### config.mk
export PLATFORM = sky130hd
export DESIGN_NAME = load_store_unit
export DESIGN_NICKNAME = d
export VERILOG_FILES = /design/src/rtl/argon_mem_pkg.sv /design/src/rtl/lsu_mask_decode.sv /design/src/rtl/load_store_unit.sv
export SDC_FILE = /design/constraint.sdc
export NUM_CORES = 1
export LEC_CHECK = 0
export BUFFER_PORTS_ARGS = -buffer_cell sky130_fd_sc_hd__buf_2
export CAP_MARGIN = 15
export CORE_MARGIN = 4
export CORE_UTILIZATION = 40
export CTS_BUF_LIST = sky130_fd_sc_hd__clkbuf_4
export DETAILED_ROUTE_END_ITERATION = 6
export HOLD_SLACK_MARGIN = 0.1
export MAX_ROUTING_LAYER = met4
export PLACE_DENSITY = 0.77
export RECOVER_POWER = 50
export SETUP_SLACK_MARGIN = 0.2
export SYNTH_ARGS = -nofsm -noshare
export SYNTH_HDL_FRONTEND = slang
export SYNTH_SLANG_ARGS = --single-unit
export TNS_END_PERCENT = 50
### constraint.sdc
create_clock -name i_clk -period 1.9 [get_ports i_clk]
set_clock_uncertainty 0.2 [all_clocks]
set_input_delay 0.095 -clock i_clk [delete_from_list [all_inputs] [get_ports i_clk]]
set_output_delay 0.095 -clock i_clk [all_outputs]
set_load 0.01 [all_outputs]
### src/rtl/argon_mem_pkg.sv
// argon_mem_pkg: shared byte-lane Memory mask encodings, funct3 op codes and LSU response causes.
package argon_mem_pkg;

    localparam logic [1:0] WRMASK_N = 2'd0;
    localparam logic [1:0] WRMASK_B = 2'd1;
    localparam logic [1:0] WRMASK_H = 2'd2;
    localparam logic [1:0] WRMASK_W = 2'd3;

    localparam logic [2:0] RDMASK_W  = 3'd0;
    localparam logic [2:0] RDMASK_HZ = 3'd1;
    localparam logic [2:0] RDMASK_BZ = 3'd2;
    localparam logic [2:0] RDMASK_HE = 3'd3;
    localparam logic [2:0] RDMASK_BE = 3'd4;
    localparam logic [2:0] RDMASK_XX = 3'd5;

    typedef enum logic [2:0] {
        LSU_OP_B  = 3'b000,
        LSU_OP_H  = 3'b001,
        LSU_OP_W  = 3'b010,
        LSU_OP_BU = 3'b100,
        LSU_OP_HU = 3'b101
    } lsu_op_e;

    typedef enum logic [1:0] {
        CAUSE_OK         = 2'd0,
        CAUSE_MISALIGNED = 2'd1,
        CAUSE_ILLEGAL    = 2'd2,
        CAUSE_MEM_ERR    = 2'd3
    } lsu_cause_e;

endpackage

### src/rtl/lsu_mask_decode.sv
// lsu_mask_decode: maps {we, funct3, addr[1:0]} to Memory lane masks plus illegal/misaligned flags.
module lsu_mask_decode
    import argon_mem_pkg::*;
(
    input  logic       we,
    input  logic [2:0] op,
    input  logic [1:0] addr_lo,
    output logic [1:0] wr_mask,
    output logic [2:0] rd_mask,
    output logic       illegal,
    output logic       misaligned,
    output logic [1:0] aligned_lo
);

    always_comb begin
        wr_mask = WRMASK_N;
        rd_mask = RDMASK_XX;
        illegal = 1'b0;
        case (op)
            LSU_OP_B: begin
                wr_mask = we ? WRMASK_B : WRMASK_N;
                rd_mask = we ? RDMASK_XX : RDMASK_BE;
            end
            LSU_OP_H: begin
                wr_mask = we ? WRMASK_H : WRMASK_N;
                rd_mask = we ? RDMASK_XX : RDMASK_HE;
            end
            LSU_OP_W: begin
                wr_mask = we ? WRMASK_W : WRMASK_N;
                rd_mask = we ? RDMASK_XX : RDMASK_W;
            end
            LSU_OP_BU: begin
                illegal = we;
                rd_mask = we ? RDMASK_XX : RDMASK_BZ;
            end
            LSU_OP_HU: begin
                illegal = we;
                rd_mask = we ? RDMASK_XX : RDMASK_HZ;
            end
            default: illegal = 1'b1;
        endcase
    end

    assign misaligned = (op[1:0] == 2'b01 && addr_lo[0]) || (op == LSU_OP_W && addr_lo != 2'b00);
    assign aligned_lo = (op[1:0] == 2'b01) ? {addr_lo[1], 1'b0} :
                        (op == LSU_OP_W)   ? 2'b00 : addr_lo;

endmodule

### src/rtl/load_store_unit.sv
// load_store_unit: turns one load/store request into byte-lane Memory controls and returns one response.
// Optional misalignment trap enabled by defining LSU_MISALIGN_TRAP_EN; otherwise low address bits are cleared.
module load_store_unit
    import argon_mem_pkg::*;
#(
    parameter int MEM_WORDS = 1024,
    parameter int ADDR_W    = 32,
    parameter int DATA_W    = 32
) (
    input  logic              i_clk,
    input  logic              i_reset,
    input  logic              i_req_valid,
    output logic              o_req_ready,
    input  logic              i_req_we,
    input  logic [2:0]        i_req_op,
    input  logic [ADDR_W-1:0] i_req_addr,
    input  logic [DATA_W-1:0] i_req_wdata,
    output logic              o_resp_valid,
    input  logic              i_resp_ready,
    output logic [DATA_W-1:0] o_resp_data,
    output logic [1:0]        o_resp_cause,
    output logic [ADDR_W-1:0] o_mem_address,
    output logic [DATA_W-1:0] o_mem_wr_data,
    output logic [1:0]        o_mem_wr_mask,
    output logic [2:0]        o_mem_rd_mask,
    input  logic [DATA_W-1:0] i_mem_rd_data,
    input  logic              i_mem_err_misal,
    input  logic              i_mem_err_rdmsk
);

    typedef logic [1:0] lsu_state_e;
    localparam lsu_state_e S_IDLE    = 2'd0;
    localparam lsu_state_e S_ISSUE   = 2'd1;
    localparam lsu_state_e S_CAPTURE = 2'd2;
    localparam lsu_state_e S_RESP    = 2'd3;

    localparam logic [ADDR_W:0] ADDR_LIMIT = (ADDR_W + 1)'(MEM_WORDS * 4);

    lsu_state_e        state;
    logic              we_q;
    logic [1:0]        wr_mask_q;
    logic [2:0]        rd_mask_q;
    logic [ADDR_W-1:0] addr_q;
    logic [DATA_W-1:0] wdata_q;

    logic [1:0] dec_wr_mask;
    logic [2:0] dec_rd_mask;
    logic       dec_illegal;
    logic       dec_misaligned;
    logic [1:0] dec_lo;
    logic       trap;
    logic       out_of_range;
    logic       reject;
    logic       issue;

    lsu_mask_decode u_decode (
        .we         (i_req_we),
        .op         (i_req_op),
        .addr_lo    (i_req_addr[1:0]),
        .wr_mask    (dec_wr_mask),
        .rd_mask    (dec_rd_mask),
        .illegal    (dec_illegal),
        .misaligned (dec_misaligned),
        .aligned_lo (dec_lo)
    );

`ifdef LSU_MISALIGN_TRAP_EN
    assign trap = dec_misaligned;
`else
    assign trap = 1'b0;
`endif

    assign out_of_range = {1'b0, i_req_addr} >= ADDR_LIMIT;
    assign reject       = dec_illegal | out_of_range | trap;
    assign issue        = state == S_ISSUE;
    assign o_req_ready  = state == S_IDLE;
    assign o_resp_valid = state == S_RESP;

    // Memory sees an access only during ISSUE, so each store writes exactly once.
    assign o_mem_address = issue ? addr_q : '0;
    assign o_mem_wr_data = issue ? wdata_q : '0;
    assign o_mem_wr_mask = issue ? wr_mask_q : WRMASK_N;
    assign o_mem_rd_mask = issue ? rd_mask_q : RDMASK_XX;

    always_ff @(posedge i_clk) begin
        if (i_reset) begin
            state        <= S_IDLE;
            o_resp_data  <= '0;
            o_resp_cause <= CAUSE_OK;
            we_q         <= 1'b0;
            wr_mask_q    <= WRMASK_N;
            rd_mask_q    <= RDMASK_XX;
            addr_q       <= '0;
            wdata_q      <= '0;
        end else begin
            case (state)
                S_IDLE: if (i_req_valid) begin
                    we_q         <= i_req_we;
                    wr_mask_q    <= dec_wr_mask;
                    rd_mask_q    <= dec_rd_mask;
                    addr_q       <= {i_req_addr[ADDR_W-1:2], dec_lo};
                    wdata_q      <= i_req_wdata;
                    o_resp_data  <= '0;
                    o_resp_cause <= (dec_illegal | out_of_range) ? CAUSE_ILLEGAL : CAUSE_MISALIGNED;
                    state        <= reject ? S_RESP : S_ISSUE;
                end
                S_ISSUE: state <= S_CAPTURE;
                S_CAPTURE: begin
                    o_resp_data  <= we_q ? '0 : i_mem_rd_data;
                    o_resp_cause <= (i_mem_err_misal | i_mem_err_rdmsk) ? CAUSE_MEM_ERR : CAUSE_OK;
                    state        <= S_RESP;
                end
                default: if (i_resp_ready) state <= S_IDLE;
            endcase
        end
    end

endmodule

# After elaboration in Yosys (flattened, before gate mapping)
# Cells that the tools add are included.
[classes] order_cmp=1 n_eq_ne=9 mux=28 bitwise_logic=2 n_reduce_logical=9
[ops] operator="$mux 32" count=4
[ops] operator="$pmux 32 s2" count=1
[ops] operator="$ge 32x13->1 const B" count=1
[ops] operator="$mux 2" count=11
[ops] operator="$mux 3" count=5
[ops] operator="$pmux 3 s5" count=1
[ops] operator="$pmux 2 s3" count=2
[ops] operator="$eq 3x3->1 const B" count=2
[ops] operator="$reduce_and 2->1" count=3
[ops] operator="$eq 2x1->1 const B" count=2
[ops] operator="$eq 2x2->1 const B" count=2
[ops] operator="$pmux 2 s2" count=1
[ops] operator="$reduce_bool 4->1" count=1
[ops] operator="$eq 3x1->1 const B" count=1
[ops] operator="$eq 3x2->1 const B" count=1
[ops] operator="$logic_not 3->1" count=1
[ops] operator="$reduce_or 3->1" count=1
[ops] operator="$logic_not 2->1" count=1
[ops] operator="$mux 1" count=2
[ops] operator="$ne 2x2->1 const B" count=1
[ops] operator="$or 1x1->1" count=2
[ops] operator="$pmux 1 s2" count=1
[ops] operator="$reduce_bool 2->1" count=1
[ops] operator="$reduce_or 2->1" count=1
[totals] reg_bits=106 input_bits=106 out_inout_bits=105 wordCells=57

# Depth between registers and ports, before layout
[depth] depth_word=7 ltp_mapped=9 depth_no_buf=6

# By module
# From an unflattened synthesis, not the netlist that was laid out.
[unflattened] hier_cells=584 hier_area_um2=4464.3
[by_module_without_submodules] module="load_store_unit" instances=1 cells_each=563 area_per_inst_um2=4310.4 seq_area_each_um2=2122.0
[by_module_without_submodules] module="lsu_mask_decode" instances=1 cells_each=21 area_per_inst_um2=153.9 seq_area_each_um2=0.0

# Least setup slack after synthesis
# Ideal clock, no wire load.
[synth_timing] path_kind="reg2reg" startpoint="register state[0]" endpoint="register wdata_q[0]" setup_time_ns=0.132 arrival_time_ns=1.471 required_ns=1.568 slack_ns=0.097 path_stages_with_launch=10 n_path_buf=4 period_less_slack_ns=1.803 cell_sequence="dfxtp_1 -> inv_1 -> ha_1 -> buf_4 -> and2_1 -> buf_2 -> buf_6 -> buf_6 -> nand2_1 -> a21oi_1"
[synth_between] elab_chain_cells=2
[synth_lines] element="start: declaration" line="load_store_unit.sv:39" source="lsu_state_e state;"
[synth_lines] element="start signal: assignment" line="load_store_unit.sv:105" source="state <= reject ? S_RESP : S_ISSUE;"
[synth_lines] element="$logic_not 2->1"
[synth_lines] element="via o_req_ready" line="load_store_unit.sv:13" source="output logic o_req_ready,"
[synth_lines] element="$reduce_and 2->1 (no line)"
[synth_lines] element="end signal: assignment" line="load_store_unit.sv:102" source="wdata_q <= i_req_wdata;"
[synth_lines] element="end: declaration" line="load_store_unit.sv:44" source="logic [DATA_W-1:0] wdata_q;"
# The timed path passes the listed nets, and every way through them passes these cells.
# A chain may end at the register's enable or synchronous reset.

# Final worst setup path
[layout_timing] startpoint="register state[1]" endpoint="output o_mem_address[11]"
[layout_between] elab_chain_cells=2
[layout_lines] element="$eq 2x1->1" line="load_store_unit.sv:75" source="assign issue = state == S_ISSUE;"
[layout_lines] element="$mux 32" line="load_store_unit.sv:80" source="assign o_mem_address = issue ? addr_q : '0;"
[layout_lines] element="end: declaration" line="load_store_unit.sv:22" source="output logic [ADDR_W-1:0] o_mem_address,"
# No other way between the ends.

==> impl_metrics.py <==
metrics = {
    "run_status": {
        "outcome": "finished, final reports clean",
    },
    "sta": {
        "maxClockFrequency_ghz": 0.5356,
        "slew_headroom": 0.6631,
        "tightest_slew_ns": 0.5053,
        "setup_viol": 0,
        "rsz0062_at_grt": "yes",
        "fin_crit_ns": 1.867,
        "hold-worst-slack_ns": 0.2198,
        "finalMaxSlewViolations": 0,
        "finalCritPeriodShare": 0.9827,
        "hold_violations": 0,
    },
    "floorplan": {
        "rows": 38,
        "fp.dieW_um": 114.4,
        "core_sq_um": 10980,
        "die_h_um": 114.4,
        "start_util": 0.4124,
        "io_pins": 211,
        "dieArea_sq_um": 13090,
    },
    "clock_network": {
        "clk_latency_ns": 0.45,
        "numCtsBuffers": 9,
        "cts-root-buf": "clkbuf_4",
        "cts_tree": "done",
        "cts_sinks": 106,
        "cts_buffer_depth": 2,
        "path_clk_slew_ns": 0.15,
        "htree_levels": 3,
    },
    "critical_path": {
        "worst_path_largest_cell_delay_ns": 0.39,
        "r2r_cells": 7,
        "startpoint_type": "flop",
        "required_ns": 1.60,
        "crit_path_end_kind": "output pin",
        "worstSetupPathType": "reg2out",
        "critPathMaxFanout": 21,
        "crit_slowest_cell": "dfxtp_2",
        "crit_arrival_ns": 1.57,
        "crit_chain": "inv_4 -> ha_4 -> buf_16 -> and2_1 -> buf_2",
    },
    "detailed_routing": {
        "vias_per_cell": 5.076,
        "vias": 5228,
        "drc": 0,
        "first_pass_iters": 5,
        "postRouteAntennaNets": 0,
        "post_drt_wl_per_cell_um": 15.83,
        "wl_um": 16300,
        "drtIter0Drc": 437,
    },
    "final_layout": {
        "fin_area_sq_um": 7506,
        "area_delta_synth_final_pct": 65.72,
        "drive_gt1_frac": 0.3221,
        "fin_nets": 994,
        "utilization": 0.6834,
    },
    "power": {
        "ir_drop_uv": 642.7,
        "p_per_area_nw_per_um2": 1021,
        "swShare": 0.3815,
        "power_switching_mw": 2.925,
        "seq_power_share": 0.364,
        "p_clk_frac": 0.152,
        "combPwrFrac": 0.484,
        "leakage_nw": 3.164,
        "p_int_mw": 4.741,
    },
    "yosys": {
        "syn_avg_cell_area_sq_um": 7.863,
        "syn_nets": 687,
        "synth_top_area_cell": "dfxtp_1",
        "yosysMostFrequentCell": "nand2_1",
        "synthAdderAreaFrac": 0.01381,
        "synthTopCellsByArea": "dfxtp_1 47%, nand2_1 14%, a21oi_1 11%",
        "ys_async_sr_fraction": 0,
        "yosys.area_share.simple": 0.3157,
        "syn_inst": 576,
        "synth_common_cells": "163 x nand2_1, 106 x dfxtp_1, 101 x a21oi_1, 68 x and2_1, 30 x nand3_1",
        "synth_ff_type": "dfxtp_1",
        "synth_xor_area_frac": 0.003867,
        "syn-cell-area_sq_um": 4529,
        "synth_cell_types": 34,
        "yosys.area.top_type_share": 0.4685,
        "synth_warnings": 0,
        "synth_top_family_by_area": "simple AND/OR/NAND/NOR gates",
        "synth_compound_area_frac": 0.1301,
        "synth_seq_cells": 106,
        "ys_seq_area_frac": 0.4685,
        "synth_mux_area_frac": 0.004972,
        "synth_enable_flop_cells": 0,
    },
    "worst_hold_path": {
        "hp-class": "in2reg",
        "whs_path_depth": 4,
    },
    "placed_design": {
        "dp_hpwl_um": 8640,
        "gp_congestion": 0.7965,
        "io_buffers": 210,
        "place_area_sq_um": 5703,
    },
    "global_routing": {
        "grt_max_degree": 63,
        "grt_overflow": 0,
        "grt_pass1_vias": 5244,
        "grt_pass1_wl_um": 24880,
        "antenna_found_initial": 2,
        "grt_use_total": 0.2436,
    },
    "run": {
        "cap_violations": 0,
    },
}
-- stage by stage --
| stage | setup slack [ns] | total power, mW | setup TNS (ns) | instances |
|---|---|---|---|---|
| final | 0.03278 | 7.666 | 0 | 1030 |
| after global routing | -0.08514 | 8.117 | -3.179 | 1030 |
| after CTS | 0.01165 | 7.475 | 0 | 1024 |
| after detailed placement | 0.07723 | 5.534 | 0 | 893 |
| after global placement | 0.1317 | 5.504 | 0 | 893 |
| after floorplan | 0.2080 | 4.678 | 0 | 576 |
-- metal layers --
| layer | vias to the layer above | share of wire | track usage |
|---|---|---|---|
| li1 | 2499 | - | - |
| met4 | 0 | 0.055 | 0.1425 |
| met3 | 77 | 0.059 | 0.04863 |
| met5 | - | 0 | - |
| met2 | 235 | 0.52 | 0.4288 |
| met1 | 2417 | 0.37 | 0.2500 |
-- path summary, 6_finish.rpt --
check	from	end	slack [ns]
max	state[1]	o_mem_address[11]	0.03
min	i_req_wdata[23]	wdata_q[23]	0.22
max reg2reg	state[1]	addr_q[27]	0.04
min reg2reg	addr_q[18]	addr_q[18]	0.26
-- critical path, delay by kind of cell (launching register included) --
| family | cells | cell delay (ns) |
|---|---|---|
| flip-flops | 1 | 0.39 |
| AND/OR/NAND/NOR | 1 | 0.16 |
| adder cells (fa/ha/maj) | 1 | 0.21 |
| buffers and inverters | 3 | 0.37 |
-- sequential cells by signal, summed over array words and instances, names as in the netlist --
register,flops
we_q,1
wr_mask_q,2
o_resp_cause,2
state,2
addr_q,32
rd_mask_q,3
wdata_q,32
o_resp_data,32
-- timing repair --
| action | 4_1_cts | 5_1_grt |
|---|---|---|
| endpoints found under the setup margin | 156 | 128 |
| setup buffers | 6 | 2 |
| hold endpoints to repair | 106 | 0 |
| gates cloned | 2 | 2 |
| resized for setup | 81 | 34 |
| pin swaps | 2 | 28 |
| hold buffers | 107 | 0 |
-- power by group through the flow --
| stage | Sequential (mW) | Combinational (mW) | Clock, mW |
|---|---|---|---|
| 3_3_place_gp | 2.79 | 2.71 | 0 |
| 5_1_grt | 2.83 | 4.00 | 1.29 |
| 3_5_place_dp | 2.81 | 2.73 | 0 |
| 4_1_cts | 2.77 | 3.51 | 1.20 |
| 2_1_floorplan | 2.82 | 1.86 | 0 |
| 6_report | 2.79 | 3.71 | 1.16 |
-- final cells by class --
class                      instances  area (sq um)
fill                             831          3477
timing repair buffer             341          2696
multi-input combinational        420          2344
sequential                       106          2127
tap                              140         175.2
clock buffer                      11         82.58
clock inverter                     5         55.05
inverter                           5         21.27
antenna                            2         5.005
-- layout by cell type (no fill, tap or decap), types with 8 or more instances in the layout --
cell	instances
a21oi_1	98
and2_1	30
and2_4	37
buf_12	8
buf_2	134
buf_4	10
buf_6	43
clkbuf_1	34
clkbuf_4	12
dfxtp_1	104
dlygate4sd3_1	107
nand2_1	160
nand3_1	27
nor2_1	9
-- cells by family (layout without fill, tap and decap cells) --
| family | Yosys count | in the layout |
|---|---|---|
| AND/OR/NAND/NOR | 300 | 300 |
| flip-flops | 106 | 106 |
| XOR/XNOR | 2 | 2 |
| multiplexers | 1 | 1 |
| buffers and inverters | 50 | 362 |
| other | 0 | 2 |
| AO/OA/AOI/OAI | 112 | 112 |
| adder cells (fa/ha/maj) | 5 | 5 |
Note: power is estimated with default switching activity, not from simulation.
